File: src/rtl/chan_link_pkg.sv
// Shared definitions for the multi-channel Aurora link monitor: the link state
// encoding, the per-channel register map and the status/counter bit layout.
package chan_link_pkg;

  // Link qualification states; the encoding is visible in the status register.
  typedef enum logic [1:0] {
    StDown = 2'd0,
    StQual = 2'd1,
    StUp   = 2'd2
  } link_state_e;

  // Per-channel register offsets (io_addr[3:0]).
  localparam logic [3:0] OffStatus   = 4'd0;
  localparam logic [3:0] OffFrameCnt = 4'd1;
  localparam logic [3:0] OffHardCnt  = 4'd2;
  localparam logic [3:0] OffSoftCnt  = 4'd3;
  localparam logic [3:0] OffDropCnt  = 4'd4;
  localparam logic [3:0] OffLoopback = 4'd5;
  localparam logic [3:0] OffCtrl     = 4'd6;

  // Bit positions of the raw/synced status vector, also status register [10:3].
  localparam int unsigned BitFrame   = 0;
  localparam int unsigned BitHard    = 1;
  localparam int unsigned BitSoft    = 2;
  localparam int unsigned BitChanUp  = 3;
  localparam int unsigned BitLaneUp  = 4;
  localparam int unsigned BitTxDone  = 5;
  localparam int unsigned BitRxDone  = 6;
  localparam int unsigned BitPllLost = 7;
  localparam int unsigned NumStatus  = 8;

  // Index of each counter within a lane's counter bundle.
  localparam int unsigned CntFrame = 0;
  localparam int unsigned CntHard  = 1;
  localparam int unsigned CntSoft  = 2;
  localparam int unsigned CntDrop  = 3;
  localparam int unsigned NumCnt   = 4;

  // Control register bits.
  localparam int unsigned CtrlClrCnt  = 0;
  localparam int unsigned CtrlClrLost = 1;

endpackage

File: src/rtl/chan_link_lane_mon.sv
// Per-channel link supervisor: status synchroniser, error edge detection,
// link qualification FSM, saturating counters, sticky lost bit and loopback.
module chan_link_lane_mon
  import chan_link_pkg::*;
#(
  parameter int unsigned CNT_WIDTH     = 16,
  parameter int unsigned SYNC_STAGES   = 2,
  parameter int unsigned STABLE_CYCLES = 1024
) (
  input  logic                               clk,
  input  logic                               rst,
  input  logic [NumStatus-1:0]               status_raw,
  input  logic                               wr_loopback,
  input  logic                               wr_ctrl,
  input  logic [2:0]                         wr_data,
  output link_state_e                        state,
  output logic                               lost,
  output logic [NumStatus-1:0]               status_sync,
  output logic [NumCnt-1:0][CNT_WIDTH-1:0]   cnt,
  output logic [2:0]                         loopback,
  output logic                               link_ok
);

  localparam int unsigned StabW = (STABLE_CYCLES > 1) ? $clog2(STABLE_CYCLES) : 1;
  localparam logic [StabW-1:0] StabLast = StabW'(STABLE_CYCLES - 1);
  localparam logic [CNT_WIDTH-1:0] CntMax = {CNT_WIDTH{1'b1}};

  logic [SYNC_STAGES-1:0][NumStatus-1:0] sync_q;
  logic [2:0]                            err_prev_q;
  logic [2:0]                            err_rise;
  link_state_e                           state_q, state_d;
  logic [StabW-1:0]                      stab_q, stab_d;
  logic                                  drop;
  logic [NumCnt-1:0]                     cnt_inc;
  logic [NumCnt-1:0][CNT_WIDTH-1:0]      cnt_q;
  logic                                  lost_q;
  logic [2:0]                            loopback_q;
  logic                                  clr_cnt;
  logic                                  clr_lost;

  assign status_sync = sync_q[SYNC_STAGES-1];
  assign err_rise    = status_sync[2:0] & ~err_prev_q;
  assign clr_cnt     = wr_ctrl & wr_data[CtrlClrCnt];
  assign clr_lost    = wr_ctrl & wr_data[CtrlClrLost];

  // Synchroniser chain plus previous-value register for the three error flags.
  always_ff @(posedge clk or posedge rst) begin
    if (rst) begin
      sync_q     <= '0;
      err_prev_q <= '0;
    end else begin
      sync_q     <= {sync_q[SYNC_STAGES-2:0], status_raw};
      err_prev_q <= status_sync[2:0];
    end
  end

  // Link FSM state and stability counter registers.
  always_ff @(posedge clk or posedge rst) begin
    if (rst) begin
      state_q <= StDown;
      stab_q  <= '0;
    end else begin
      state_q <= state_d;
      stab_q  <= stab_d;
    end
  end

  // Link FSM next state; a PLL unlock overrides everything and only counts as
  // a drop when the link had already been qualified.
  always_comb begin
    state_d = state_q;
    stab_d  = stab_q;
    drop    = 1'b0;
    if (status_sync[BitPllLost]) begin
      state_d = StDown;
      drop    = (state_q == StUp);
    end else begin
      case (state_q)
        StDown: begin
          if (status_sync[BitChanUp]) begin
            state_d = StQual;
            stab_d  = '0;
          end
        end
        StQual: begin
          if (!status_sync[BitChanUp]) begin
            state_d = StDown;
          end else if (stab_q == StabLast) begin
            state_d = StUp;
          end else begin
            stab_d = stab_q + StabW'(1);
          end
        end
        StUp: begin
          if (!status_sync[BitChanUp]) begin
            state_d = StDown;
            drop    = 1'b1;
          end
        end
        default: state_d = StDown;
      endcase
    end
  end

  assign cnt_inc[CntFrame] = err_rise[BitFrame];
  assign cnt_inc[CntHard]  = err_rise[BitHard];
  assign cnt_inc[CntSoft]  = err_rise[BitSoft];
  assign cnt_inc[CntDrop]  = drop;

  // Saturating counters; a software clear beats a coincident increment.
  always_ff @(posedge clk or posedge rst) begin
    if (rst) begin
      cnt_q <= '0;
    end else begin
      for (int k = 0; k < NumCnt; k++) begin
        if (clr_cnt) begin
          cnt_q[k] <= '0;
        end else if (cnt_inc[k] && (cnt_q[k] != CntMax)) begin
          cnt_q[k] <= cnt_q[k] + CNT_WIDTH'(1);
        end
      end
    end
  end

  // Sticky lost bit; a new drop beats a coincident clear.
  always_ff @(posedge clk or posedge rst) begin
    if (rst) begin
      lost_q <= 1'b0;
    end else if (drop) begin
      lost_q <= 1'b1;
    end else if (clr_lost) begin
      lost_q <= 1'b0;
    end
  end

  // Loopback control register.
  always_ff @(posedge clk or posedge rst) begin
    if (rst) begin
      loopback_q <= '0;
    end else if (wr_loopback) begin
      loopback_q <= wr_data;
    end
  end

  assign state    = state_q;
  assign lost     = lost_q;
  assign cnt      = cnt_q;
  assign loopback = loopback_q;
  assign link_ok  = (state_q == StUp);

endmodule

File: src/rtl/chan_link_monitor.sv
// Register-mapped supervisor for NUM_CHAN Aurora links: address decode, write
// steering to the per-channel lanes and a registered read mux.
module chan_link_monitor
  import chan_link_pkg::*;
#(
  parameter int unsigned NUM_CHAN      = 4,
  parameter int unsigned CNT_WIDTH     = 16,
  parameter int unsigned SYNC_STAGES   = 2,
  parameter int unsigned STABLE_CYCLES = 1024
) (
  input  logic                  io_clk,
  input  logic                  io_reset,
  input  logic                  io_sel,
  input  logic                  io_sync,
  input  logic [19:0]           io_addr,
  input  logic                  io_rd_en,
  input  logic                  io_wr_en,
  input  logic [31:0]           io_wr_data,
  output logic [31:0]           io_rd_data,
  output logic                  io_rd_ack,
  input  logic [NUM_CHAN-1:0]   frame_err,
  input  logic [NUM_CHAN-1:0]   hard_err,
  input  logic [NUM_CHAN-1:0]   soft_err,
  input  logic [NUM_CHAN-1:0]   channel_up,
  input  logic [NUM_CHAN-1:0]   lane_up,
  input  logic [NUM_CHAN-1:0]   tx_resetdone,
  input  logic [NUM_CHAN-1:0]   rx_resetdone,
  input  logic [NUM_CHAN-1:0]   pll_not_locked,
  output logic [3*NUM_CHAN-1:0] loopback_set,
  output logic [NUM_CHAN-1:0]   link_ok,
  output logic                  link_lost
);

  logic [3:0]  chan;
  logic [3:0]  off;
  logic        wr_fire;
  logic        rd_fire;
  logic [31:0] rd_word;
  logic [31:0] rd_data_q;
  logic        rd_ack_q;
  logic        unused_bits;

  logic [NUM_CHAN-1:0]                   wr_loopback;
  logic [NUM_CHAN-1:0]                   wr_ctrl;
  logic [NUM_CHAN-1:0]                   lane_lost;
  link_state_e                           lane_state [NUM_CHAN];
  logic [NumStatus-1:0]                  lane_sync  [NUM_CHAN];
  logic [NumCnt-1:0][CNT_WIDTH-1:0]      lane_cnt   [NUM_CHAN];
  logic [2:0]                            lane_lb    [NUM_CHAN];

  assign chan        = io_addr[7:4];
  assign off         = io_addr[3:0];
  assign wr_fire     = io_sel & io_sync & io_wr_en;
  assign rd_fire     = io_sel & io_sync & io_rd_en;
  assign unused_bits = ^{io_addr[19:8], io_wr_data[31:3]};

  // Steer writes to the addressed lane; out-of-range channels match nothing.
  always_comb begin
    wr_loopback = '0;
    wr_ctrl     = '0;
    for (int i = 0; i < NUM_CHAN; i++) begin
      wr_loopback[i] = wr_fire && (chan == 4'(i)) && (off == OffLoopback);
      wr_ctrl[i]     = wr_fire && (chan == 4'(i)) && (off == OffCtrl);
    end
  end

  for (genvar g = 0; g < NUM_CHAN; g++) begin : g_lane
    chan_link_lane_mon #(
      .CNT_WIDTH    (CNT_WIDTH),
      .SYNC_STAGES  (SYNC_STAGES),
      .STABLE_CYCLES(STABLE_CYCLES)
    ) u_lane (
      .clk        (io_clk),
      .rst        (io_reset),
      .status_raw ({pll_not_locked[g], rx_resetdone[g], tx_resetdone[g], lane_up[g],
                    channel_up[g], soft_err[g], hard_err[g], frame_err[g]}),
      .wr_loopback(wr_loopback[g]),
      .wr_ctrl    (wr_ctrl[g]),
      .wr_data    (io_wr_data[2:0]),
      .state      (lane_state[g]),
      .lost       (lane_lost[g]),
      .status_sync(lane_sync[g]),
      .cnt        (lane_cnt[g]),
      .loopback   (lane_lb[g]),
      .link_ok    (link_ok[g])
    );
    assign loopback_set[3*g +: 3] = lane_lb[g];
  end

  assign link_lost = |lane_lost;

  // Read mux; unmapped offsets, the control register and absent channels read 0.
  always_comb begin
    rd_word = '0;
    for (int i = 0; i < NUM_CHAN; i++) begin
      if (chan == 4'(i)) begin
        case (off)
          OffStatus:   rd_word = {21'd0, lane_sync[i], lane_lost[i], lane_state[i]};
          OffFrameCnt: rd_word = 32'(lane_cnt[i][CntFrame]);
          OffHardCnt:  rd_word = 32'(lane_cnt[i][CntHard]);
          OffSoftCnt:  rd_word = 32'(lane_cnt[i][CntSoft]);
          OffDropCnt:  rd_word = 32'(lane_cnt[i][CntDrop]);
          OffLoopback: rd_word = {29'd0, lane_lb[i]};
          default:     rd_word = '0;
        endcase
      end
    end
  end

  // Registered read response: data is only non-zero during the ack cycle.
  always_ff @(posedge io_clk or posedge io_reset) begin
    if (io_reset) begin
      rd_ack_q  <= 1'b0;
      rd_data_q <= '0;
    end else begin
      rd_ack_q  <= rd_fire;
      rd_data_q <= rd_fire ? rd_word : '0;
    end
  end

  assign io_rd_ack  = rd_ack_q;
  assign io_rd_data = rd_data_q;

endmodule

File: config.mk
export PLATFORM = sky130hd
export DESIGN_NAME = chan_link_monitor
export DESIGN_NICKNAME = d
export VERILOG_FILES = /design/src/rtl/chan_link_pkg.sv /design/src/rtl/chan_link_lane_mon.sv /design/src/rtl/chan_link_monitor.sv
export SDC_FILE = /design/constraint.sdc
export NUM_CORES = 1
export LEC_CHECK = 0
export CAP_MARGIN = 20
export CORE_ASPECT_RATIO = 2
export CORE_MARGIN = 4
export CORE_UTILIZATION = 45
export CTS_CLUSTER_SIZE = 28
export DETAILED_ROUTE_END_ITERATION = 16
export GPL_TIMING_DRIVEN = 0
export PLACE_DENSITY_LB_ADDON = 0.08
export RECOVER_POWER = 100
export SETUP_SLACK_MARGIN = 0.2
export SKIP_CTS_REPAIR_TIMING = 1
export SLEW_MARGIN = 20
export SYNTH_ARGS = -nofsm -noshare
export SYNTH_HDL_FRONTEND = slang
export SYNTH_SLANG_ARGS = --single-unit
File: constraint.sdc
create_clock -name io_clk -period 18.8 [get_ports io_clk]
set_input_delay 4.7 -clock io_clk [delete_from_list [all_inputs] [get_ports io_clk]]
set_output_delay 4.7 -clock io_clk [all_outputs]
set_load 0.02 [all_outputs]
==> key figures <==
Timing
  – Rel. slew slack: -153%
  – Final cycle utilization of the critical path: 55.4%
  – Number of setup violations in the final report: 0
  – Shortest clock period the worst path allows after layout: 10.41 ns
  – Worst Slack Setup Final: 8.39 ns
  – Count of endpoints failing hold in the final timing report: 0
  – Hold Worst Slack: 0.342 ns
  – Count of final max-slew check failures: 313
  – Final sum of negative setup slack: 0 ns
  – Transition time at the pin with the least slew margin: 3.78 ns
  – RSZ-0062 raised after global routing: no
  – Post-route clock skew: 0.0168 ns
  – Max Clk Rate: 96.1 MHz

CTS
  – TritonCTS clock tree: built
  – CTS sink count: 413
  – Max clock buf depth: 3
  – CTS clk-pin slew, worst paths: 0.06 ns
  – Number of CTS-inserted buffers: 42
  – Number of H-tree branching levels: 2
  – Later-pin clock latency in the skew report: 0.58 ns
  – Clk root buf: sky130_fd_sc_hd__clkbuf_16

Drt
  – First-pass DRT Iterations: 6
  – Starting DRC count in detailed routing: 1403
  – Routed via count divided by cell count: 6.05
  – Number of routed nets with antenna violations: 0
  – Average routed wire per standard cell: 23.6 µm
  – DRC errors left: 0
  – Final WL: 73.3 mm
  – Number of vias after detailed routing: 18800

Power and ir drop
  – Part of the power in the clock network: 29.9%
  – Comb pwr share: 25.6%
  – Seq pwr share: 44.5%
  – Worst IR drop on VDD: 0.0846 mV
  – Cell Int Power: 1.97 mW
  – Total power per unit cell area: 124 nW/µm²
  – Switching pwr: 1.18 mW
  – Switching Share: 37.4%
  – Leakage power figure: 10.1 nW

Logic synthesis
  – Number of warnings printed during yosys synthesis: 0
  – Number of distinct library cell variants in the gate-level netlist after synthesis: 78
  – Post-synth ARST share: 100%
  – Gate count of the mapped netlist: 2293
  – Register bit count reported by yosys: 413
  – Top cell type by total area after synthesis: sky130_fd_sc_hd__dfrtp_1
  – Sequential share of the synthesized area: 46.2%
  – Leading cell types by total area after synthesis: sky130_fd_sc_hd__dfrtp_1 (46%), sky130_fd_sc_hd__xnor2_1 (5.1%), sky130_fd_sc_hd__nor2_1 (5.0%)
  – Share of the synthesized area in the top cell type: 46.2%
  – Top FF cell, synth: sky130_fd_sc_hd__dfrtp_1
  – Number of enable flip-flop cells after synthesis: 0
  – Synth Cell Area: 22400 µm²
  – Cell with the most instances after synthesis: sky130_fd_sc_hd__dfrtp_1
  – Mean Syn Cell Area: 9.75 µm²
  – Cell types with the highest counts after synthesis: sky130_fd_sc_hd__dfrtp_1 (413), sky130_fd_sc_hd__nor2_1 (297), sky130_fd_sc_hd__nand2_1 (141), sky130_fd_sc_hd__xnor2_1 (130), sky130_fd_sc_hd__mux2i_1 (107)

Floorplanning
  – Num rows: 115
  – Die Area: 53500 µm²
  – Initial standard-cell utilization of the core: 45.4%
  – Count of pins on the block boundary: 140
  – Core Region: 49200 µm²
  – Die H: 323 µm
  – Die outline width: 166 µm

GRT
  – Initial antenna violation count: 2
  – Global-route usage over all layers: 27.5%
  – Wire length of the first global-routing pass: 112 mm
  – Via count of the first global-routing pass: 19200
  – Sum of overflow across all layers after global routing: 0
  – Maximum number of pins on one net before global-route repair: 85

Worst setup path
  – Required time of the critical path: 18.61 ns
  – Data arrival time of the critical path: 10.22 ns
  – Critical path startpoint category: primary input
  – Source of the worst register-to-register timing path: g_lane[0].u_lane.cnt[54]
  – Worst setup path class: primary input to asynchronous set/reset pin
  – Maximum fanout along the worst path: 84
  – Crit. End Element: asynchronous set/reset pin
  – Critical path origin: io_reset

Finish
  – Design area: 25500 µm²
  – Synth-to-layout area growth: 13.9%
  – Area used by multi-input combinational logic: 11300 µm²
  – Fraction of final layout cells sized beyond drive strength 1: 7.02%
  – Number of nets at the end of the flow: 2547
  – Share of the core filled with cells: 51.7%
  – Reg area: 10300 µm²
  – Filler Cell Count: 4592

Placed design
  – Post-DP Area: 24200 µm²
  – GP Congestion: 0.977
  – Placed wire-length estimate: 56.0 mm
  – Worst setup timing slack at the placement stage: 10.75 ns
  – IO buf count: 79

Job
  – Number of maximum-capacitance constraint violations: 7

Outcome
  – Violations in the final reports: max-capacitance violations, max-slew violations
  – Run status: complete, but fails checks

Hold path
  – Beginning of the worst hold path: g_lane[1].u_lane.sync_q[0]
  – Worst min path class: flop to flop
==> per-layer routing <==
layer / part of all wire, % / routed length (µm) / track usage, % / vias up
met5: 0.023 / 17 / 0 / -
met4: 9.8 / 7160 / 21.2 / 2
met3: 5.6 / 4090 / 3.89 / 269
met2: 49 / 36300 / 47.5 / 740
met1: 35 / 25700 / 29.9 / 9169
li1: - / - / - / 8634
==> final timing paths <==
check,slack (ns),depth (start not counted),endpoint
worst max-delay path,8.39,3,g_lane[3].u_lane.sync_q[2]
worst min-delay path,0.34,0,g_lane[1].u_lane.status_sync[0]
worst max register to register,16.43,5,io_rd_data[6]
worst min register to register,0.34,0,g_lane[1].u_lane.status_sync[0]
max in group io_clk,10.37,8,io_rd_data[0]
min in group asynchronous,5.69,2,g_lane[2].u_lane.sync_q[5]
==> state kept, by name, indices dropped and copies added (netlist names) <==
name,flops
g_lane.u_lane.cnt,256
g_lane.u_lane.err_prev_q,12
g_lane.u_lane.loopback,12
g_lane.u_lane.lost,4
g_lane.u_lane.stab_q,40
g_lane.u_lane.state,8
g_lane.u_lane.status_sync,32
g_lane.u_lane.sync_q,32
io_rd_ack,1
io_rd_data,16
==> stage by stage <==
step,power (mW),std cells
after floorplan,1.90,2308
after global placement,2.19,3030
after detailed placement,2.22,3036
after CTS,3.17,3109
after global routing,3.33,3109
final,3.15,3110
==> power groups by stage <==
stage               combinational [mW]  clock [mW]  sequential, mW
global route                     0.899       0.998            1.43
CTS                              0.810       0.966            1.40
floorplan                        0.611           0            1.29
detailed placement               0.806           0            1.41
finish                           0.807       0.942            1.40
global placement                 0.783           0            1.41
==> placed cells by master (no fill, tap or decap), drive strengths merged, types with 13 or more instances in the layout <==
cell type and n:
a211oi 38, a21oi 92, a22oi 16, a31oi 14
and2 13, and3 48, and4 28, buf 45
clkbuf 125, conb 16, dfrtp 413, dlygate4sd3 70
ha 20, inv 28, mux2 30, mux2i 107
nand2 142, nand2b 26, nand3 106, nand4 89
nor2 299, nor2b 19, nor3 87, nor3b 13
nor4 50, nor4b 15, o2111ai 15, o211ai 20
o21ai 72, o22ai 21, or3 27, xnor2 130
xor2 85
==> cell families (layout without fill, tap and decap cells) <==
kind of cell / count (synthesis) / after routing / share of synthesized area, %
DFF: 413 / 413 / 46.2
muxes: 137 / 137 / 6.30
xor gates and xnor gates: 215 / 215 / 8.42
other: 1 / 17 / 0.0168
buffers and inverters: 142 / 300 / 3.30
AOI/OAI and AO/OA: 368 / 368 / 10.8
adders and majority gates: 20 / 20 / 1.12
and+or+nand+nor: 997 / 997 / 23.8
==> critical path, cell delays in order <==
cell                            delay, ns
sky130_fd_sc_hd__dlygate4sd3_1       0.54
sky130_fd_sc_hd__clkinvlp_2          2.11
sky130_fd_sc_hd__clkbuf_1            2.75
==> final cells by class <==
class	instances	area share, %
Multi-Input combinational cell	1753	44.3
Sequential cell	413	40.6
Clock buffer	51	4.59
Timing Repair Buffer	85	3.38
Tap cell	643	3.16
Buffer	113	2.18
Clock inverter	22	1.38
Inverter	29	0.433
Antenna cell	1	0.00983
(Power assumes the default switching activity.)
